### src/rtl/cam_seq_pkg.sv
// rtl/cam_seq_pkg.sv - State encodings, default timing and per-state output vectors for the camera sequencer
package cam_seq_pkg;

  // State encodings (3-bit, visible on state_dbg)
  localparam logic [2:0] S_PWDN   = 3'd0;
  localparam logic [2:0] S_CLKON  = 3'd1;
  localparam logic [2:0] S_SETTLE = 3'd2;
  localparam logic [2:0] S_START  = 3'd3;
  localparam logic [2:0] S_WAIT   = 3'd4;
  localparam logic [2:0] S_READY  = 3'd5;
  localparam logic [2:0] S_FAIL   = 3'd6;

  // Default timing at 100 MHz
  localparam int DEF_PWDN_CYC    = 100000;    // 1 ms
  localparam int DEF_RST_CYC     = 100000;    // 1 ms
  localparam int DEF_SETTLE_CYC  = 200000;    // 2 ms
  localparam int DEF_CFG_TIMEOUT = 10000000;  // 100 ms
  localparam int DEF_MAX_RETRY   = 3;

  // Output vectors, bit order {pwdn, rst_n, xclk_en, cfg_start, ready, seq_err}
  localparam logic [5:0] OUT_PWDN   = 6'b100000;
  localparam logic [5:0] OUT_CLKON  = 6'b001000;
  localparam logic [5:0] OUT_SETTLE = 6'b011000;
  localparam logic [5:0] OUT_START  = 6'b011100;
  localparam logic [5:0] OUT_WAIT   = 6'b011000;
  localparam logic [5:0] OUT_READY  = 6'b011010;
  localparam logic [5:0] OUT_FAIL   = 6'b100001;

  // Output vector for a given state; unknown encodings look like power-down
  function automatic logic [5:0] state_outs(input logic [2:0] s);
    case (s)
      S_PWDN:   return OUT_PWDN;
      S_CLKON:  return OUT_CLKON;
      S_SETTLE: return OUT_SETTLE;
      S_START:  return OUT_START;
      S_WAIT:   return OUT_WAIT;
      S_READY:  return OUT_READY;
      S_FAIL:   return OUT_FAIL;
      default:  return OUT_PWDN;
    endcase
  endfunction

endpackage

### src/rtl/cam_seq_timer.sv
// rtl/cam_seq_timer.sv - Per-state cycle timer with clear-on-entry and terminal compare
module cam_seq_timer #(
  parameter int W = 24
) (
  input  logic         clk_100,
  input  logic         rst_n,
  input  logic         clr,
  input  logic         en,
  input  logic [W-1:0] term,
  output logic         hit
);

  logic [W-1:0] cnt;

  // Count cycles since the last state entry; clear takes priority over counting
  always_ff @(posedge clk_100) begin
    if (!rst_n || clr) begin
      cnt <= '0;
    end else if (en) begin
      cnt <= cnt + W'(1);
    end
  end

  assign hit = (cnt == term);

endmodule

### src/rtl/cam_pwr_seq.sv
// rtl/cam_pwr_seq.sv - Camera power-up, reset and configuration sequencer with retry and restart
module cam_pwr_seq
  import cam_seq_pkg::*;
#(
  parameter int PWDN_CYC    = DEF_PWDN_CYC,
  parameter int RST_CYC     = DEF_RST_CYC,
  parameter int SETTLE_CYC  = DEF_SETTLE_CYC,
  parameter int CFG_TIMEOUT = DEF_CFG_TIMEOUT,
  parameter int MAX_RETRY   = DEF_MAX_RETRY,
  parameter int CNT_W       = 24,
  parameter int RTY_W       = 2
) (
  input  logic             clk_100,
  input  logic             rst_n,
  input  logic             restart,
  input  logic             cfg_done,
  input  logic             cfg_err,
  output logic             cam_pwdn,
  output logic             cam_rst_n,
  output logic             xclk_en,
  output logic             cfg_start,
  output logic             ready,
  output logic             seq_err,
  output logic [RTY_W-1:0] retry_cnt,
  output logic [2:0]       state_dbg
);

  // Terminal counts: a state of length N leaves when the timer reads N-1
  localparam logic [CNT_W-1:0] PWDN_TERM   = CNT_W'(PWDN_CYC - 1);
  localparam logic [CNT_W-1:0] RST_TERM    = CNT_W'(RST_CYC - 1);
  localparam logic [CNT_W-1:0] SETTLE_TERM = CNT_W'(SETTLE_CYC - 1);
  localparam logic [CNT_W-1:0] WAIT_TERM   = CNT_W'(CFG_TIMEOUT - 1);
  localparam logic [RTY_W-1:0] RETRY_MAX   = RTY_W'(MAX_RETRY);

  logic [2:0]       state;
  logic [2:0]       state_nxt;
  logic [RTY_W-1:0] retry_nxt;
  logic             enter;
  logic             tmr_en;
  logic             tmr_hit;
  logic [CNT_W-1:0] tmr_term;

  cam_seq_timer #(
    .W(CNT_W)
  ) u_timer (
    .clk_100 (clk_100),
    .rst_n   (rst_n),
    .clr     (enter),
    .en      (tmr_en),
    .term    (tmr_term),
    .hit     (tmr_hit)
  );

  // Select the terminal count for the current timed state; the terminal states stop the timer
  always_comb begin
    tmr_term = '0;
    tmr_en   = 1'b1;
    case (state)
      S_PWDN:   tmr_term = PWDN_TERM;
      S_CLKON:  tmr_term = RST_TERM;
      S_SETTLE: tmr_term = SETTLE_TERM;
      S_WAIT:   tmr_term = WAIT_TERM;
      S_READY:  tmr_en   = 1'b0;
      S_FAIL:   tmr_en   = 1'b0;
      default:  tmr_term = '0;
    endcase
  end

  // Next-state and retry decision; restart forces a fresh power cycle from any state
  always_comb begin
    state_nxt = state;
    retry_nxt = retry_cnt;
    enter     = 1'b0;
    if (restart) begin
      state_nxt = S_PWDN;
      retry_nxt = '0;
      enter     = 1'b1;
    end else begin
      case (state)
        S_PWDN: begin
          if (tmr_hit) begin
            state_nxt = S_CLKON;
            enter     = 1'b1;
          end
        end
        S_CLKON: begin
          if (tmr_hit) begin
            state_nxt = S_SETTLE;
            enter     = 1'b1;
          end
        end
        S_SETTLE: begin
          if (tmr_hit) begin
            state_nxt = S_START;
            enter     = 1'b1;
          end
        end
        S_START: begin
          state_nxt = S_WAIT;
          enter     = 1'b1;
        end
        S_WAIT: begin
          // Error beats done; done beats a timeout landing on the same edge
          if (cfg_err || (!cfg_done && tmr_hit)) begin
            enter = 1'b1;
            if (retry_cnt < RETRY_MAX) begin
              state_nxt = S_PWDN;
              retry_nxt = retry_cnt + RTY_W'(1);
            end else begin
              state_nxt = S_FAIL;
            end
          end else if (cfg_done) begin
            state_nxt = S_READY;
            enter     = 1'b1;
          end
        end
        S_READY: state_nxt = S_READY;
        S_FAIL:  state_nxt = S_FAIL;
        default: begin
          state_nxt = S_PWDN;
          enter     = 1'b1;
        end
      endcase
    end
  end

  // State, retry count and all camera-facing outputs are registered together
  always_ff @(posedge clk_100) begin
    if (!rst_n) begin
      state     <= S_PWDN;
      retry_cnt <= '0;
      {cam_pwdn, cam_rst_n, xclk_en, cfg_start, ready, seq_err} <= OUT_PWDN;
    end else begin
      state     <= state_nxt;
      retry_cnt <= retry_nxt;
      {cam_pwdn, cam_rst_n, xclk_en, cfg_start, ready, seq_err} <= state_outs(state_nxt);
    end
  end

  assign state_dbg = state;

endmodule
### config.mk
export PLATFORM = sky130hd
export DESIGN_NAME = cam_pwr_seq
export DESIGN_NICKNAME = d
export VERILOG_FILES = /design/src/rtl/cam_seq_pkg.sv /design/src/rtl/cam_seq_timer.sv /design/src/rtl/cam_pwr_seq.sv
export SDC_FILE = /design/constraint.sdc
export NUM_CORES = 1
export LEC_CHECK = 0
export ABC_AREA = 1
export CORE_MARGIN = 5
export CORE_UTILIZATION = 55
export CTS_BUF_LIST = sky130_fd_sc_hd__clkbuf_8
export CTS_CLUSTER_DIAMETER = 200
export DETAILED_ROUTE_END_ITERATION = 12
export PLACE_DENSITY_LB_ADDON = 0.3
export SLEW_MARGIN = 0
export SYNTH_ARGS = -nofsm -noshare
export SYNTH_HDL_FRONTEND = slang
export SYNTH_SLANG_ARGS = --single-unit
### constraint.sdc
create_clock -name clk_100 -period 2.1 [get_ports clk_100]
set_input_delay 0.63 -clock clk_100 [delete_from_list [all_inputs] [get_ports clk_100]]
set_output_delay 0.63 -clock clk_100 [all_outputs]
set_load 0.02 [all_outputs]
* After elaboration in Yosys (flattened, before gate mapping)
Index checks and enable logic that the tools add are counted.
** Operators by class
- $lt $le $gt $ge :: 1
- Mux-type cells :: 15
- Bitwise gates (word level) :: 1
- Add/subtract/negate cells :: 2
- Reductions and logical operators :: 12
- Equal/unequal tests :: 13
** Operators by type and width (number)
- $pmux 24 s3 :: 1
- $pmux 6 s5 :: 1
- $add 24x1->24 const B :: 1
- $eq 24x24->1 :: 1
- $mux 3 :: 7
- $pmux 3 s7 :: 1
- $eq 3x3->1 const B :: 6
- $eq 3x2->1 const B :: 4
- $reduce_or 2->1 :: 4
- $eq 3x1->1 const B :: 2
- $mux 1 :: 4
- $logic_not 3->1 :: 1
- $pmux 1 s3 :: 1
- $reduce_and 3->1 :: 1
- $reduce_or 3->1 :: 1
- $add 2x1->2 const B :: 1
- $logic_not 1->1 :: 2
- $logic_or 1x1->1 :: 2
- $lt 2x2->1 const B :: 1
- $logic_and 1x1->1 :: 1
- $not 1->1 :: 1
** Word-level totals
- Output and inout port bits :: 11
- Bits of input ports :: 5
- Flip-flop bits (word level) :: 35
- Logic and storage cells :: 53

* Depth between registers and ports, before layout
- Depth in word-level cells :: 12
- Mapped depth :: 18
- Gate-level depth less buffers :: 17

* Cells and area by module
Synthesis repeated with hierarchy kept, for this count alone.
** Second synthesis, totals
- Cell total of the unflattened synthesis :: 333
- Area, all modules :: 2192.1 sq um
** By module, submodules not included
- cam_seq_timer :: area each 1600.3 sq um, sequential area each 480.5 sq um, cells an instance 248, instances 1
- cam_pwr_seq :: area each 591.8 sq um, sequential area each 220.2 sq um, cells an instance 85, instances 1

* Least setup slack after synthesis
No wires, ideal clock.
- Path kind :: register to register
- Start point :: register state[1], in the netlist state_dbg[1]
- End point :: register xclk_en
- Data arrival time :: 1.890 ns
- Period minus slack after synthesis :: 2.010 ns
- Library setup time :: 0.120 ns
- Required time :: 1.980 ns
- Setup slack :: 0.090 ns
- Cell stages (with the launch flop) :: 16
- Buffers on the path :: 0
- Cell sequence :: dfxtp_1 inv_2 nand2_2 nand2_1 o21ai_1 nand3_1 nor2_4 nand2_2 nand2_4 nand2_1 nand3_1 nand2_2 nand2_1 nand3_1 nand2_1 nor2_1
** On the way
- Word-level cells in the longest chain between the ends :: 12
- Elaborated cells on any way between the ends :: 27
- Classes of those cells :: eq/ne (13); mux (9); reduce/logical (5)
** Ends and longest elaborated chain
- from (decl) :: line cam_pwr_seq.sv:35 : logic [2:0] state;
- from (signal assigned) :: line cam_pwr_seq.sv:134 : state <= state_nxt;
- $eq 3x1->1 or $logic_not 3->1 (tied branches) :: line cam_pwr_seq.sv:58, cam_pwr_seq.sv:79
- $reduce_or 2->1 (no source line)
- $pmux 24 s3 :: line cam_pwr_seq.sv:58 : case (state)
- $eq 24x24->1 :: line cam_seq_timer.sv:24 : assign hit = (cnt == term);
- $logic_and 1x1->1 :: line cam_pwr_seq.sv:104 : if (cfg_err || (!cfg_done && tmr_hit)) begin
- $logic_or 1x1->1 :: line cam_pwr_seq.sv:104
- $mux 3 :: line cam_pwr_seq.sv:104
- $pmux 3 s7 (*) :: line cam_pwr_seq.sv:79 : case (state)
- $mux 3 (*) :: line cam_pwr_seq.sv:74 : if (restart) begin
- $eq 3x3->1 or $eq 3x2->1 (tied branches) :: line cam_seq_pkg.sv:31 : case (s)
- $reduce_or 2->1 (no source line)
- $pmux 6 s5 (*) :: line cam_seq_pkg.sv:31
- to (signal assigned) :: line cam_pwr_seq.sv:136 : {cam_pwdn, cam_rst_n, xclk_en, cfg_start, ready, seq_err} <= state_outs(state_nxt);
- to (decl) :: line cam_pwr_seq.sv:20 : output logic xclk_en,
Mark *: on every way between the ends. The rest lies on a longest branch, timed or not.
A chain may end at the register's enable or synchronous reset.

* Worst setup path after layout
- Start point :: register state[2], in the netlist state_dbg[2]
- End point :: output port state_dbg[2]
** RTL lines
- to (decl) :: line cam_pwr_seq.sv:25 : output logic [2:0] state_dbg
No word-level cell between the ends.

==> results.toml <==
[synthesis]
yosysUniqueCellTypes = 33
ys_ff_latch = 35
synth_top_area_share_pct = 34.29
syn_area_per_cell_sq_um = 7.070
seq_area_frac_synth_pct = 34.29
yosysWarnings = 0
synth_top_area_cell = "dfxtp_1"
ys_top_cells_by_area = "dfxtp_1 (34%), nand2_1 (12%), nor2_1 (7.3%), inv_1 (6.4%), xor2_1 (6.0%)"
synth.cell_area_sq_um = 2043
synth_fp_nets = 296
syn_inst = 289

[sta]
rsz0062_at_grt = "true"
setup_viol = 0
skew_ns = 0.005360
drv_slew = 0
finalCritPeriodShare_pct = 98.67
relSlewSlack_pct = 71.78
clock.fmax_ghz = 0.4826
hold_violations = 0
fin_tns_setup_ns = 0
finalCriticalPeriod_ns = 2.072
worstMarginPinSlew_ns = 0.4228

[clock_network]
cts_buffers = 5
cts_tree = "done"
cts_root_buf = "clkbuf_8"
clock-sinks = 35
htree_num_levels = 2
ctsHoldBuffers = 0
post_cts_buffers = 0
clk_latency_ns = 0.29
clkSlewWorstSetupHoldPaths_ns = 0.07
clock_path_buffers = 2

[die]
die_x_microns = 70.95
die_area_sq_um = 5034
core-area_sq_um = 3633
start_util_pct = 56.23
rows = 22
ios = 16
fp.dieH_microns = 70.95

[hold_path]
hp-class = "reg2reg"

[critical_path]
crit_type = "reg2out"
worstPathMaxFanout = 5
required_ns = 1.47
critPathLaunchType = "flip-flop"
cp_data_arrival_time_ns = 1.44
end_kind = "output pin"

[pwr]
p_per_area_nw_per_um2 = 573.0
pwr-share-seq_pct = 46.7
combPwrFrac_pct = 3.4
leakage_nw = 0.9933
pwr-share-clk_pct = 49.9
ir_worst_vdd_v = 0.0005003
p_sw_mw = 0.2734
switching_share_pct = 19.12
p_int_mw = 1.156

[run_status]
status = "finished clean"

[route]
drcViolationCount = 0
finalWirelength_microns = 4299
post_drt_wl_per_cell_microns = 11.62
antenna_left = 0
dr.pass1.iters = 4
drt_iter0_markers = 89
avgViaCountPerCell = 5.157
vias = 1908

[placed_design]
placed_cell_area_sq_um = 2330
hpwl_microns = 3361
gp_congestion = 0.8847
dp.cells = 362
port_buffers = 15

[global_routing]
grt_use_total_pct = 18.55
gr-total-overflow = 0
grt_antenna_before_repair = 0
grt_max_degree = 15
grt_pass1_wl_microns = 7486
grt_pass1_vias = 1780

[layout]
insertedDiodeCount = 0
final-instance-count-excl-fill = 370
area_growth_pct = 22.11
drive_gt1_share_pct = 19.88
nets = 328
stdcell_area_sq_um = 2495

[flow_run]
maxCapViolCount = 0
==> stage by stage <==
stage	util (%)	hold WS (ns)	total power [mW]	setup WS, ns
after floorplan	-	0.4664	0.7080	0.09015
final	68.66	0.4857	1.430	0.02801
after CTS	67.84	0.4878	1.441	0.003536
after detailed placement	64.12	0.4770	0.7310	-0.01969
after global placement	64.12	0.4783	0.7300	0.07085
after global routing	68.66	0.5189	1.481	-0.003404
==> power by group through the flow <==
| stage | clock (mW) | combinational, mW | sequential (mW) |
|---|---|---|---|
| 2_1_floorplan | 0 | 0.0255 | 0.682 |
| 3_3_place_gp | 0 | 0.0470 | 0.683 |
| 3_5_place_dp | 0 | 0.0480 | 0.683 |
| 4_1_cts | 0.725 | 0.0484 | 0.668 |
| 5_1_grt | 0.759 | 0.0540 | 0.668 |
| 6_report | 0.713 | 0.0488 | 0.668 |
==> worst max-delay path, stage by stage, from the launching register on <==
cell and delay [ns]:
dfxtp_2 0.41, buf_4 0.15, clkdlybuf4s50_1 0.59
==> synthesized netlist by cell type <==
| library cell | number |
|---|---|
| buf_6 | 1 |
| nor2_1 | 40 |
| a21oi_1 | 10 |
| buf_2 | 2 |
| nand2_1 | 64 |
| nand2_2 | 9 |
| nand3_1 | 24 |
| a211oi_2 | 2 |
| nand4_1 | 7 |
| nand3_4 | 2 |
| dfxtp_1 | 35 |
| inv_2 | 2 |
| nor3b_1 | 2 |
| o21ai_2 | 1 |
| o31ai_1 | 1 |
| or2_0 | 1 |
| inv_1 | 35 |
| xor2_1 | 14 |
| nor3b_2 | 1 |
| nor2_2 | 4 |
| nor4_1 | 2 |
| a31oi_1 | 1 |
| ha_1 | 2 |
| nand3_2 | 3 |
| o21ai_0 | 1 |
| nor3_4 | 2 |
| nand2_4 | 2 |
| nor3_1 | 9 |
| nor3_2 | 1 |
| or2_2 | 2 |
| nor2_4 | 4 |
| nand3b_1 | 1 |
| o21ai_1 | 2 |
==> cells by family after synthesis <==
| logic type | after synthesis | share of synthesized area, % |
|---|---|---|
| simple gates | 180 | 45.13 |
| buf+inv | 40 | 7.839 |
| flops | 35 | 34.29 |
| compound gates | 18 | 5.511 |
| xor+xnor | 14 | 6.001 |
| fa+ha+maj | 2 | 1.225 |
==> layout make-up <==
class / instances / area (sq um)
Clock inverter: 3 / 63.81
Clock buffer: 5 / 68.82
Sequential cell: 35 / 705.7
Fill cell: 312 / 1139
Inverter: 37 / 141.4
Multi-Input combinational cell: 214 / 1205
Tap cell: 48 / 60.06
Timing Repair Buffer: 28 / 250.2
==> layer usage <==
metal  GRT usage (%)  vias up  share of wire, %
li1                -      988                 -
met1           22.55      874                45
met2           30.38       35                47
met3           4.972       11               4.7
met4           8.768        0               2.7
met5               0        -                 0
==> path summary, 6_finish.rpt <==
kind | startpoint | end | slack [ns] | depth (start not counted)
min reg2reg | retry_cnt[1] | retry_cnt[1] | 0.49 | 2
min | retry_cnt[1] | retry_cnt[1] | 0.49 | 2
max reg2reg | u_timer.cnt[13] | xclk_en | 0.17 | 13
max | state_dbg[2] | state_dbg[2] | 0.03 | 2
==> cell usage in the layout, fill, tap and decap left out, types with 3 or more instances in the layout <==
cell type	Yosys	final
nor2_4	4	5
clkbuf_8	0	5
clkdlybuf4s50_1	0	14
xor2_1	14	14
nand2_2	9	11
dfxtp_1	35	31
inv_1	35	36
nor3b_2	1	3
buf_4	0	13
nand2_1	64	62
nor2_2	4	4
nand4_1	7	7
nor3_1	9	9
nand3_1	24	24
nor2_1	40	39
nand3_2	3	3
dfxtp_2	0	4
a21oi_1	10	10
==> timing repair <==
action | in CTS | in global routing
gates resized for setup | 2 | 10
hold endpoints to repair | 0 | 0
endpoints found under the setup margin | 2 | 21
==> registers in the layout, indices dropped and copies added, names as in the netlist <==
register,count
cam_pwdn,1
cam_rst_n,1
cfg_start,1
ready,1
retry_cnt,2
seq_err,1
state_dbg,3
u_timer.cnt,24
xclk_en,1
No activity file was read; power rests on OpenSTA's default activity.
